[config.mk]
export PLATFORM = sky130hd
export DESIGN_NAME = ps2_scan_receiver
export DESIGN_NICKNAME = d
export VERILOG_FILES = /design/src/rtl/ps2_scan_receiver.sv
export SDC_FILE = /design/constraint.sdc
export NUM_CORES = 1
export LEC_CHECK = 0
export CAP_MARGIN = 20
export CORE_MARGIN = 3
export CORE_UTILIZATION = 55
export DETAILED_ROUTE_END_ITERATION = 12
export DONT_BUFFER_PORTS = 1
export PLACE_DENSITY = 0.73
export SLEW_MARGIN = 20
export SYNTH_ARGS = -nofsm -noshare
export SYNTH_HDL_FRONTEND = slang
export SYNTH_SLANG_ARGS = --single-unit
[constraint.sdc]
create_clock -name clk -period 3.3 [get_ports clk]
set_input_delay 0.66 -clock clk [delete_from_list [all_inputs] [get_ports clk]]
set_output_delay 0.66 -clock clk [all_outputs]
set_load 0.1 [all_outputs]
[src/rtl/ps2_scan_receiver.sv]
// rtl/ps2_scan_receiver.sv - PS/2 frame receiver with E0/F0 folding, watchdog and event FIFO
module ps2_scan_receiver #(
    parameter int FIFO_DEPTH     = 16,
    parameter int SYNC_STAGES    = 3,
    parameter int TIMEOUT_CYCLES = 50000
) (
    input  logic                          clk,
    input  logic                          rst,
    input  logic                          ps2_clk,
    input  logic                          ps2_data,
    input  logic                          out_ready,
    input  logic                          clr_ovf,
    output logic                          out_valid,
    output logic [9:0]                    out_code,
    output logic [$clog2(FIFO_DEPTH):0]   level,
    output logic                          overflow,
    output logic [7:0]                    err_cnt,
    output logic                          busy
);

    localparam int AW = $clog2(FIFO_DEPTH);
    localparam int LW = AW + 1;
    localparam int WW = $clog2(TIMEOUT_CYCLES + 1);
    localparam logic [LW-1:0] FULL_LVL = LW'(FIFO_DEPTH);
    localparam logic [WW-1:0] WD_LIMIT = WW'(TIMEOUT_CYCLES);

    logic [SYNC_STAGES-1:0] clk_sync;
    logic [SYNC_STAGES-1:0] data_sync;
    logic [3:0]             bit_cnt;
    logic [9:0]             shreg;
    logic [WW-1:0]          wd;
    logic                   ext_pend;
    logic                   brk_pend;
    logic [9:0]             mem [FIFO_DEPTH];
    logic [AW-1:0]          wr_ptr;
    logic [AW-1:0]          rd_ptr;
    logic [LW-1:0]          count;

    logic       fall;
    logic       din;
    logic       last_edge;
    logic       frame_ok;
    logic       frame_bad;
    logic       wd_abort;
    logic [7:0] rx_byte;
    logic       is_prefix;
    logic       emit;
    logic       pop;
    logic       full;
    logic       push_ok;
    logic       drop;

    // Equal-length synchronisers; both reset to the idle (high) bus level
    always_ff @(posedge clk or posedge rst) begin
        if (rst) begin
            clk_sync  <= '1;
            data_sync <= '1;
        end else begin
            clk_sync  <= {clk_sync[SYNC_STAGES-2:0], ps2_clk};
            data_sync <= {data_sync[SYNC_STAGES-2:0], ps2_data};
        end
    end

    assign fall      = clk_sync[SYNC_STAGES-1] & ~clk_sync[SYNC_STAGES-2];
    assign din       = data_sync[SYNC_STAGES-1];
    assign last_edge = fall && (bit_cnt == 4'd10);
    // shreg holds start at [0], d0..d7 at [8:1], parity at [9]; the stop bit is the live sample
    assign frame_ok  = last_edge && !shreg[0] && din && (^shreg[9:1]);
    assign frame_bad = last_edge && !frame_ok;
    assign wd_abort  = (bit_cnt != 4'd0) && !fall && (wd == WD_LIMIT);
    assign rx_byte   = shreg[8:1];
    assign is_prefix = (rx_byte == 8'hE0) || (rx_byte == 8'hF0);
    assign emit      = frame_ok && !is_prefix;

    // Bit shifter and frame position counter
    always_ff @(posedge clk or posedge rst) begin
        if (rst) begin
            bit_cnt <= 4'd0;
            shreg   <= 10'd0;
        end else if (fall) begin
            shreg   <= {din, shreg[9:1]};
            bit_cnt <= last_edge ? 4'd0 : bit_cnt + 4'd1;
        end else if (wd_abort) begin
            bit_cnt <= 4'd0;
        end
    end

    // Inter-edge watchdog, only counts while a frame is open
    always_ff @(posedge clk or posedge rst) begin
        if (rst) begin
            wd <= '0;
        end else if (fall || (bit_cnt == 4'd0) || wd_abort) begin
            wd <= '0;
        end else begin
            wd <= wd + WW'(1);
        end
    end

    // Saturating error counter for rejected or aborted frames
    always_ff @(posedge clk or posedge rst) begin
        if (rst) begin
            err_cnt <= 8'd0;
        end else if ((frame_bad || wd_abort) && (err_cnt != 8'hFF)) begin
            err_cnt <= err_cnt + 8'd1;
        end
    end

    // Prefix tracking; a bad frame forgets pending prefixes, a timeout keeps them
    always_ff @(posedge clk or posedge rst) begin
        if (rst) begin
            ext_pend <= 1'b0;
            brk_pend <= 1'b0;
        end else if (frame_bad) begin
            ext_pend <= 1'b0;
            brk_pend <= 1'b0;
        end else if (frame_ok) begin
            if (rx_byte == 8'hE0) begin
                ext_pend <= 1'b1;
            end else if (rx_byte == 8'hF0) begin
                brk_pend <= 1'b1;
            end else begin
                ext_pend <= 1'b0;
                brk_pend <= 1'b0;
            end
        end
    end

    assign pop     = out_valid && out_ready;
    assign full    = (count == FULL_LVL);
    assign push_ok = emit && (!full || pop);
    assign drop    = emit && full && !pop;

    // Event storage; no reset needed since reads are qualified by out_valid
    always_ff @(posedge clk) begin
        if (push_ok) begin
            mem[wr_ptr] <= {ext_pend, brk_pend, rx_byte};
        end
    end

    // FIFO pointers and occupancy counter
    always_ff @(posedge clk or posedge rst) begin
        if (rst) begin
            wr_ptr <= '0;
            rd_ptr <= '0;
            count  <= '0;
        end else begin
            if (push_ok) begin
                wr_ptr <= wr_ptr + AW'(1);
            end
            if (pop) begin
                rd_ptr <= rd_ptr + AW'(1);
            end
            if (push_ok && !pop) begin
                count <= count + LW'(1);
            end else if (pop && !push_ok) begin
                count <= count - LW'(1);
            end
        end
    end

    // Sticky overflow; a drop in the same cycle as clr_ovf keeps it set
    always_ff @(posedge clk or posedge rst) begin
        if (rst) begin
            overflow <= 1'b0;
        end else if (drop) begin
            overflow <= 1'b1;
        end else if (clr_ovf) begin
            overflow <= 1'b0;
        end
    end

    assign out_valid = (count != '0);
    assign out_code  = mem[rd_ptr];
    assign level     = count;
    assign busy      = (bit_cnt != 4'd0);

endmodule

==> summary.log, run 1 <==
qor: cells_and_area.multi_input_area 2673 um^2
qor: critical_path.worstSetupPathType flop to flop
qor: route.wire_per_inst 21.73 um
qor: clocking.clock_sinks 220
qor: die.die-height 135.0 um
qor: cells_and_area.post_route_cells_drive_above_1_share 27.45%
qor: timing.tightest_slew 0.9911 ns
qor: timing.postLayoutSetupSlackWorst 0.1461 ns
qor: route.remaining_drcs 0
qor: timing.final-max-slew-violation-count 0
qor: clocking.clock_tree.root_cell sky130_fd_sc_hd__clkbuf_16
qor: logic_synthesis.synth_nets 564
qor: cells_and_area.design.final.nets 623
qor: critical_path.timing.critical_path.to_type flop
qor: run.timing.max_cap.violations 0
qor: die.die_area 18210 um^2
qor: cells_and_area.insertedDiodeCount 0
qor: timing.unrepaired_setup_endpoints_after_global_routing true
qor: power_and_ir_drop.pwr-share-clk 26.1%
qor: logic_synthesis.yosys.area.top_type sky130_fd_sc_hd__edfxtp_1
qor: grt.initial_antenna_violation_count 0
qor: critical_path.worst-r2r-cell-count 13
qor: clocking.cts_clock_pin_slew_for_the_worst_setup_and_hold_paths 0.06 ns
qor: placement.gp_routability_congestion 0.7916
qor: logic_synthesis.synth_top_area_share 52.53%
qor: cells_and_area.layout.cells.non_filler 828
qor: die.floorplan.io_pins 32
qor: clocking.number_of_cts_inserted_buffers 22
qor: timing.share_of_the_clock_period_used_by_the_worst_path_after_layout 95.57%
qor: power_and_ir_drop.p_leak 3.916 nW
qor: die.floorplan.initialDensity 56.96%
qor: power_and_ir_drop.power_per_cell_area 862.3 nW/um^2
qor: logic_synthesis.syn-cell-area 9146 um^2
qor: cells_and_area.layout.cell_area.non_filler 10630 um^2
qor: route.first_pass_iters 5
qor: route.postRouteAntennaNets 0
qor: logic_synthesis.syn_avg_cell_area 17.03 um^2
qor: placement.io_buffer_count 0
qor: placement.place_area 9910 um^2
qor: placement.dp_slack -0.01557 ns
qor: timing.min_period 3.154 ns
qor: power_and_ir_drop.p_int 0.005949 W
qor: cells_and_area.area_growth 16.25%
qor: logic_synthesis.yosysWarnings 0
qor: die.floorplan.die.width 135.0 um
qor: timing.fin_skew 0.01607 ns
qor: cells_and_area.final-seq-area 6325 um^2
qor: clocking.clk_latency 0.50 ns
qor: logic_synthesis.synth_async_sr_flop_share 27.27%
qor: power_and_ir_drop.largest_voltage_drop_on_the_vdd_net 873.4 uV
qor: worst_hold_path.hold_class input pin to async pin
qor: grt.grt_use_total 20.49%
qor: clocking.buffer_levels_on_the_longest_clock_path 3
qor: critical_path.cp_data_required_time 3.66 ns
qor: critical_path.critical_path_peak_fanout 4
qor: logic_synthesis.synth-edff-count 160
qor: logic_synthesis.ys_types 52
qor: die.floorplan.rows 46
qor: timing.slew_headroom 33.92%
qor: placement.placed_cells 787
qor: grt.grt_overflow 0
qor: power_and_ir_drop.power 0.009169 W
qor: route.via_density_per_instance 5.946
qor: clocking.tritoncts yes
qor: grt.via_count_of_the_first_global_routing_pass 5134
qor: critical_path.timing.critical_path.from_type flop
qor: outcome.status finished, final reports clean
qor: logic_synthesis.synth_seq_area_share 69.03%
qor: power_and_ir_drop.swShare 35.12%
qor: critical_path.cp.arrival 3.52 ns
qor: grt.grt_pass1_wl 28630 um
qor: logic_synthesis.synth.top_cells.by_area sky130_fd_sc_hd__edfxtp_1, sky130_fd_sc_hd__dfrtp_1, sky130_fd_sc_hd__mux4_2, sky130_fd_sc_hd__ha_1, sky130_fd_sc_hd__dfstp_2
qor: timing.max_clock_freq 317.1 MHz
qor: route.drt_wl_total 17990 um
qor: logic_synthesis.postSynthCellCount 537
qor: clocking.cts_hold_repair.buffers 0
qor: timing.total_count_of_hold_check_failures_in_the_final_report 0
qor: cells_and_area.post-route-util 66.21%
qor: timing.setup_viol 0
qor: power_and_ir_drop.net_sw_power 0.003220 W
qor: power_and_ir_drop.power.share.combinational 37.9%
qor: cells_and_area.fillerInstances 1035
qor: route.first_drt_iteration_drcs 421
qor: power_and_ir_drop.power.share.sequential 36.0%
qor: die.core_footprint 16060 um^2
qor: logic_synthesis.yosys_register_bits 220
qor: clocking.clock_tree.htree_level_count 1
qor: placement.hpwlAfterDp 11350 um
qor: logic_synthesis.synth_flop_cell sky130_fd_sc_hd__edfxtp_1
qor: grt.grt_max_degree 42
qor: route.detailroute.via_count 4923
## logic make-up (layout without fill, tap and decap cells)
logic type | count (synthesis) | count (layout) | synth area share (%)
buffers and inverters | 44 | 119 | 1.929
xor gates and xnor gates | 31 | 31 | 3.119
AOI/OAI and AO/OA | 39 | 39 | 2.668
and+or+nand+nor | 129 | 129 | 7.538
muxes | 53 | 53 | 12.76
DFF | 220 | 220 | 69.03
adders and majority gates | 21 | 21 | 2.955
## worst max-delay path, stage by stage, from the launching register on
cell and delay (ns):
sky130_fd_sc_hd__dfrtp_2 0.40, sky130_fd_sc_hd__inv_1 0.09, sky130_fd_sc_hd__ha_1 0.23, sky130_fd_sc_hd__xnor3_1 0.37
sky130_fd_sc_hd__xnor2_1 0.16, sky130_fd_sc_hd__nor4bb_2 0.37, sky130_fd_sc_hd__ha_2 0.27, sky130_fd_sc_hd__inv_1 0.09
sky130_fd_sc_hd__fa_2 0.36, sky130_fd_sc_hd__a21o_1 0.17, sky130_fd_sc_hd__a21oi_1 0.18, sky130_fd_sc_hd__xnor2_1 0.14
sky130_fd_sc_hd__nor2_1 0.06, sky130_fd_sc_hd__xor2_1 0.14
## cells in the mapped netlist, types with 11 or more instances
cell and count:
sky130_fd_sc_hd__edfxtp_1 160, sky130_fd_sc_hd__dfrtp_1 54, sky130_fd_sc_hd__mux4_2 50, sky130_fd_sc_hd__nand2_1 38
sky130_fd_sc_hd__nor2_1 24, sky130_fd_sc_hd__inv_1 22, sky130_fd_sc_hd__ha_1 20, sky130_fd_sc_hd__o21ai_0 19
sky130_fd_sc_hd__xnor2_1 17, sky130_fd_sc_hd__and2_1 15, sky130_fd_sc_hd__clkbuf_1 14, sky130_fd_sc_hd__xor2_1 13
sky130_fd_sc_hd__nand3_1 11
## per-stage QoR
step	setup TNS [ns]	hold slack [ns]
6_report	0	0.01844
5_1_grt	-0.01165	0.02927
4_1_cts	0	0.01308
3_5_place_dp	-0.01557	0.3472
3_3_place_gp	0	0.3478
2_1_floorplan	0	0.3452
## sequential cells by signal, summed over array words and instances (netlist names)
name,flops
mem,160
wd,16
shreg,10
err_cnt,8
level,5
bit_cnt,4
rd_ptr,4
wr_ptr,4
clk_sync,3
data_sync,3
brk_pend,1
ext_pend,1
overflow,1
## power groups by stage
stage               sequential, W  combinational, W  clock [W]
global placement          0.00334           0.00343          0
detailed placement        0.00336           0.00348          0
floorplan                 0.00360           0.00222          0
global route              0.00332           0.00366    0.00255
finish                    0.00330           0.00347    0.00239
CTS                       0.00330           0.00350    0.00244
## cell usage in the layout (no fill, tap or decap), drive strengths merged, types with 7 or more instances in the layout
master and count:
and2 15, buf 57, clkbuf 35, dfrtp 54
edfxtp 160, ha 20, inv 22, mux4 50
nand2 38, nand3 11, nand4 7, nor2 24
o21ai 20, xnor2 17, xor2 13
## final cells by class
type	count	area share, %
repair buffers	57	5.472
well taps	216	2.542
multi-input cells	273	25.14
clock buffers	35	6.013
flip-flops and latches	220	59.48
clock inverters	5	0.5766
inverters	22	0.7767
## timing repair
action                                  in CTS  in global routing
setup buffers                                0                  1
gates cloned                                 0                  0
gates resized for setup                      1                  3
pin swaps                                    0                  2
endpoints found under the setup margin       1                  5
## per-layer routing
layer  routed length (um)  vias to the layer above  global-route usage (%)
li1                     -                     2160                       -
met1                 7182                     2531                   28.56
met2                 9049                      190                   34.16
met3                 1233                       42                   3.651
met4                  525                        0                   5.319
met5                    0                        -                       0
## final timing paths
kind                       slack [ns]                  start                      to
min in group clk                 0.16                ps2_clk   clk_sync[0]$_DFF_PP1_
setup / recovery                 0.15   shreg[1]$_DFFE_PP0P_    level[4]$_DFFE_PP0P_
setup reg to reg                 0.15   shreg[1]$_DFFE_PP0P_    level[4]$_DFFE_PP0P_
hold / removal                   0.02                    rst         wd[4]$_DFF_PP0_
hold reg to reg                  0.36  clk_sync[0]$_DFF_PP1_   clk_sync[1]$_DFF_PP1_
max in group asynchronous        2.60                    rst  data_sync[0]$_DFF_PP1_
(Power assumes the default switching activity.)
==> inputs of run 2 (changes only) <==
CTS_CLUSTER_DIAMETER = 30   (was not set)
==> run 2 against run 1 <==
  * Combinational power about the same
  * Global-route usage up 1.4 points
  * Largest cell class unchanged
  * Critical path depth is 9 lower
  * Critical endpoint is now out_code[7]
  * Sequential share of layout area fell by 3.8 points
  * Fmax decreased by 0.33%
==> summary.log, run 2 (synthesis gave the netlist of run 1 again) <==
qor: outcome.status finished, final reports clean
qor: route.postRouteAntennaNets 0 [unchanged]
qor: die.floorplan.io_pins 32 [unchanged]
qor: grt.grt_overflow 0 [unchanged]
qor: power_and_ir_drop.p_int 0.007305 W [+23%]
qor: placement.dp_slack -0.01557 ns [unchanged]
qor: critical_path.timing.critical_path.from_type flop
qor: critical_path.timing.critical_path.to_type output port
qor: clocking.clock_sinks 220 [unchanged]
qor: cells_and_area.layout.cells.most_common sky130_fd_sc_hd__edfxtp_1
qor: route.drt_wl_total 18780 um [+4.4%]
qor: cells_and_area.layout.cell_area.non_filler 11350 um^2 [+6.7%]
qor: timing.tightest_slew 0.9778 ns [-0.01338 ns]
qor: cells_and_area.post_route_cells_drive_above_1_share 32.35% [+4.9 points]
qor: route.top_layer_used met4
qor: grt.initial_antenna_violation_count 0 [unchanged]
qor: critical_path.worst-r2r-cell-count 13 [unchanged]
qor: cells_and_area.area_growth 24.08%
qor: clocking.buffer_levels_on_the_longest_clock_path 3 [unchanged]
qor: power_and_ir_drop.swShare 33.42% [-1.7 points]
qor: critical_path.critical_path_peak_fanout 20 [+16]
qor: critical_path.worstSetupPathType flop to output port
qor: critical_path.timing.critical_path.cells buf_6 > mux4_2 > mux4_2 > buf_12
qor: worst_hold_path.hold_class input pin to flop
qor: power_and_ir_drop.largest_voltage_drop_on_the_vdd_net 865.1 uV [-0.95%]
qor: cells_and_area.biggestRegsByFlops mem (160), wd (16), shreg (10)
qor: route.via_density_per_instance 5.831 [-1.9%]
qor: grt.grt_max_degree 42 [unchanged]
qor: timing.min_period 3.164 ns [+0.01046 ns]
qor: die.core_footprint 16060 um^2 [unchanged]
qor: route.routed-wl-met3 1396 um [+13%]
qor: critical_path.r2r_start shreg[1]$_DFFE_PP0P_
qor: worst_hold_path.min_delay_path_depth 0
qor: clocking.clock_tree.root_cell sky130_fd_sc_hd__clkbuf_16
qor: clocking.tritoncts yes
qor: route.first_pass_iters 5 [unchanged]
qor: placement.place_area 9910 um^2 [unchanged]
qor: route.wire_per_inst 21.78 um [+0.24%]
qor: cells_and_area.insertedDiodeCount 0 [unchanged]
qor: critical_path.worst_r2r_endpoint level[4]$_DFFE_PP0P_
qor: route.routed_length_on_met1 7313 um [+1.8%]
qor: cells_and_area.fillerInstances 946 [-8.6%]
qor: critical_path.cp_data_required_time 2.64 ns [-1.02 ns]
qor: clocking.cts_clock_pin_slew_for_the_worst_setup_and_hold_paths 0.05 ns [about the same]
qor: critical_path.timing.critical_path.slowest_cell_delay 0.59 ns [+0.19 ns]
qor: power_and_ir_drop.power.share.sequential 30.1% [-5.9 points]
qor: clocking.clock_tree.htree_level_count 2 [+1]
qor: timing.postLayoutSetupSlackWorst 0.1356 ns [-0.01046 ns]
qor: placement.io_buffer_count 0 [unchanged]
qor: timing.total_count_of_hold_check_failures_in_the_final_report 0 [unchanged]
qor: placement.placed_cells 787 [unchanged]
qor: grt.grt_use_total 21.92% [+1.4 points]
qor: die.floorplan.rows 46 [unchanged]
qor: critical_path.cp.arrival 2.50 ns [-1.02 ns]
qor: grt.grt_pass1_wl 30000 um [+4.8%]
qor: worst_hold_path.worst_hold_end data_sync[0]$_DFF_PP1_
qor: timing.share_of_the_clock_period_used_by_the_worst_path_after_layout 95.89% [+0.32 points]
qor: die.floorplan.die.width 135.0 um [unchanged]
qor: timing.slew_headroom 34.82% [+0.89 points]
qor: die.floorplan.initialDensity 56.96% [unchanged]
qor: cells_and_area.registers.top_by_ff_count mem
qor: timing.final-max-slew-violation-count 0 [unchanged]
qor: power_and_ir_drop.p_leak 4.259 nW [+8.8%]
qor: route.first_drt_iteration_drcs 447 [+6.2%]
qor: route.met2_wirelength 9614 um [+6.2%]
qor: timing.max_clock_freq 316.0 MHz [-0.33%]
qor: cells_and_area.largest_register_ff_count 160 [unchanged]
qor: timing.setup_viol 0 [unchanged]
qor: clocking.clk_latency 0.52 ns [+0.02 ns]
qor: power_and_ir_drop.net_sw_power 0.003666 W [+14%]
qor: power_and_ir_drop.power.share.combinational 31.7% [-6.2 points]
qor: route.detailroute.via_count 5026 [+2.1%]
qor: power_and_ir_drop.power_per_cell_area 966.7 nW/um^2 [+12%]
qor: critical_path.critical-path-top-cell-by-count sky130_fd_sc_hd__mux4_2
qor: run.timing.max_cap.violations 0 [unchanged]
qor: grt.via_count_of_the_first_global_routing_pass 5376 [+4.7%]
qor: timing.unrepaired_setup_endpoints_after_global_routing false
qor: critical_path.crit_path_top_delay_cell sky130_fd_sc_hd__mux4_2
qor: die.die-height 135.0 um [unchanged]
qor: cells_and_area.layout.cells.non_filler 862 [+4.1%]
qor: placement.gp_routability_congestion 0.7916 [unchanged]
qor: die.die_area 18210 um^2 [unchanged]
qor: route.remaining_drcs 0 [unchanged]
qor: clocking.number_of_cts_inserted_buffers 40 [+82%]
qor: cells_and_area.design.final.nets 641 [+2.9%]
qor: placement.hpwlAfterDp 11350 um [unchanged]
qor: cells_and_area.most-common-layout-cells sky130_fd_sc_hd__edfxtp_1, sky130_fd_sc_hd__mux4_2, sky130_fd_sc_hd__dfrtp_1
qor: power_and_ir_drop.pwr-share-clk 38.1% [+12 points]
qor: critical_path.reg_to_reg_setup_timing_slack 0.18 ns [+0.03 ns]
qor: worst_hold_path.hold_start ps2_data
qor: timing.fin_skew 0.01549 ns [-0.0005751 ns]
==> run 2: cell type report <==
type / count / area [um^2] / share of cell area [%]
Clock buffer: 44 / 1059 / 9.327
Multi-Input combinational cell: 273 / 2685 / 23.66
Clock inverter: 30 / 342.8 / 3.021
Inverter: 22 / 82.58 / 0.7277
Tap cell: 216 / 270.3 / 2.381
Timing Repair Buffer: 57 / 584.3 / 5.149
Sequential cell: 220 / 6325 / 55.73
==> run 2: how the worst max path moves through the flow <==
stage                          startpoint                    to  slack (ns)  depth (start not counted)
global route         shreg[1]$_DFFE_PP0P_  level[4]$_DFFE_PP0P_        0.03                         13
global placement     shreg[1]$_DFFE_PP0P_  level[4]$_DFFE_PP0P_        0.04                         13
finish              rd_ptr[0]$_DFFE_PP0N_           out_code[7]        0.14                          4
detailed placement   shreg[1]$_DFFE_PP0P_  level[4]$_DFFE_PP0P_       -0.02                         13
CTS                  shreg[1]$_DFFE_PP0P_  level[4]$_DFFE_PP0P_        0.07                         13
floorplan            level[3]$_DFFE_PP0P_  level[4]$_DFFE_PP0P_       0.003                         12
==> run 2: per-layer routing <==
layer / vias up / GRT usage (%)
li1: 2218 / -
met1: 2572 / 28.89
met2: 200 / 36.44
met3: 36 / 5.328
met4: 0 / 7.279
met5: - / 0
==> run 2: per-stage QoR <==
step                      power (W)  hold WS, ns  setup TNS, ns  util (%)
after floorplan            0.005815       0.3452              0         -
after global placement     0.006776       0.3478              0     61.71
after detailed placement   0.006839       0.3472       -0.01557     61.71
after CTS                   0.01107       0.1235              0     70.56
after global routing        0.01138       0.1242              0     70.67
final                       0.01097       0.1432              0     70.67
==> run 2: power groups by stage <==
stage               clock (W)  combinational (W)  sequential, W
finish                0.00418            0.00348        0.00331
global route          0.00438            0.00367        0.00332
CTS                   0.00425            0.00352        0.00330
detailed placement          0            0.00348        0.00336
global placement            0            0.00343        0.00334
floorplan                   0            0.00222        0.00360
==> run 2: worst max-delay path: cells and delay by family (launching register included) <==
family / cells / cell delay, ns
multiplexers: 2 / 1.12
flip-flops: 1 / 0.39
buffers and inverters: 2 / 0.46
==> run 2: what timing repair did <==
item,4_1_cts,5_1_grt
pin swaps,0,2
endpoints found under the setup margin,5,1
buffers inserted,0,0
resized for setup,2,4
endpoints found under the hold margin,4,0
hold buffers,1,0
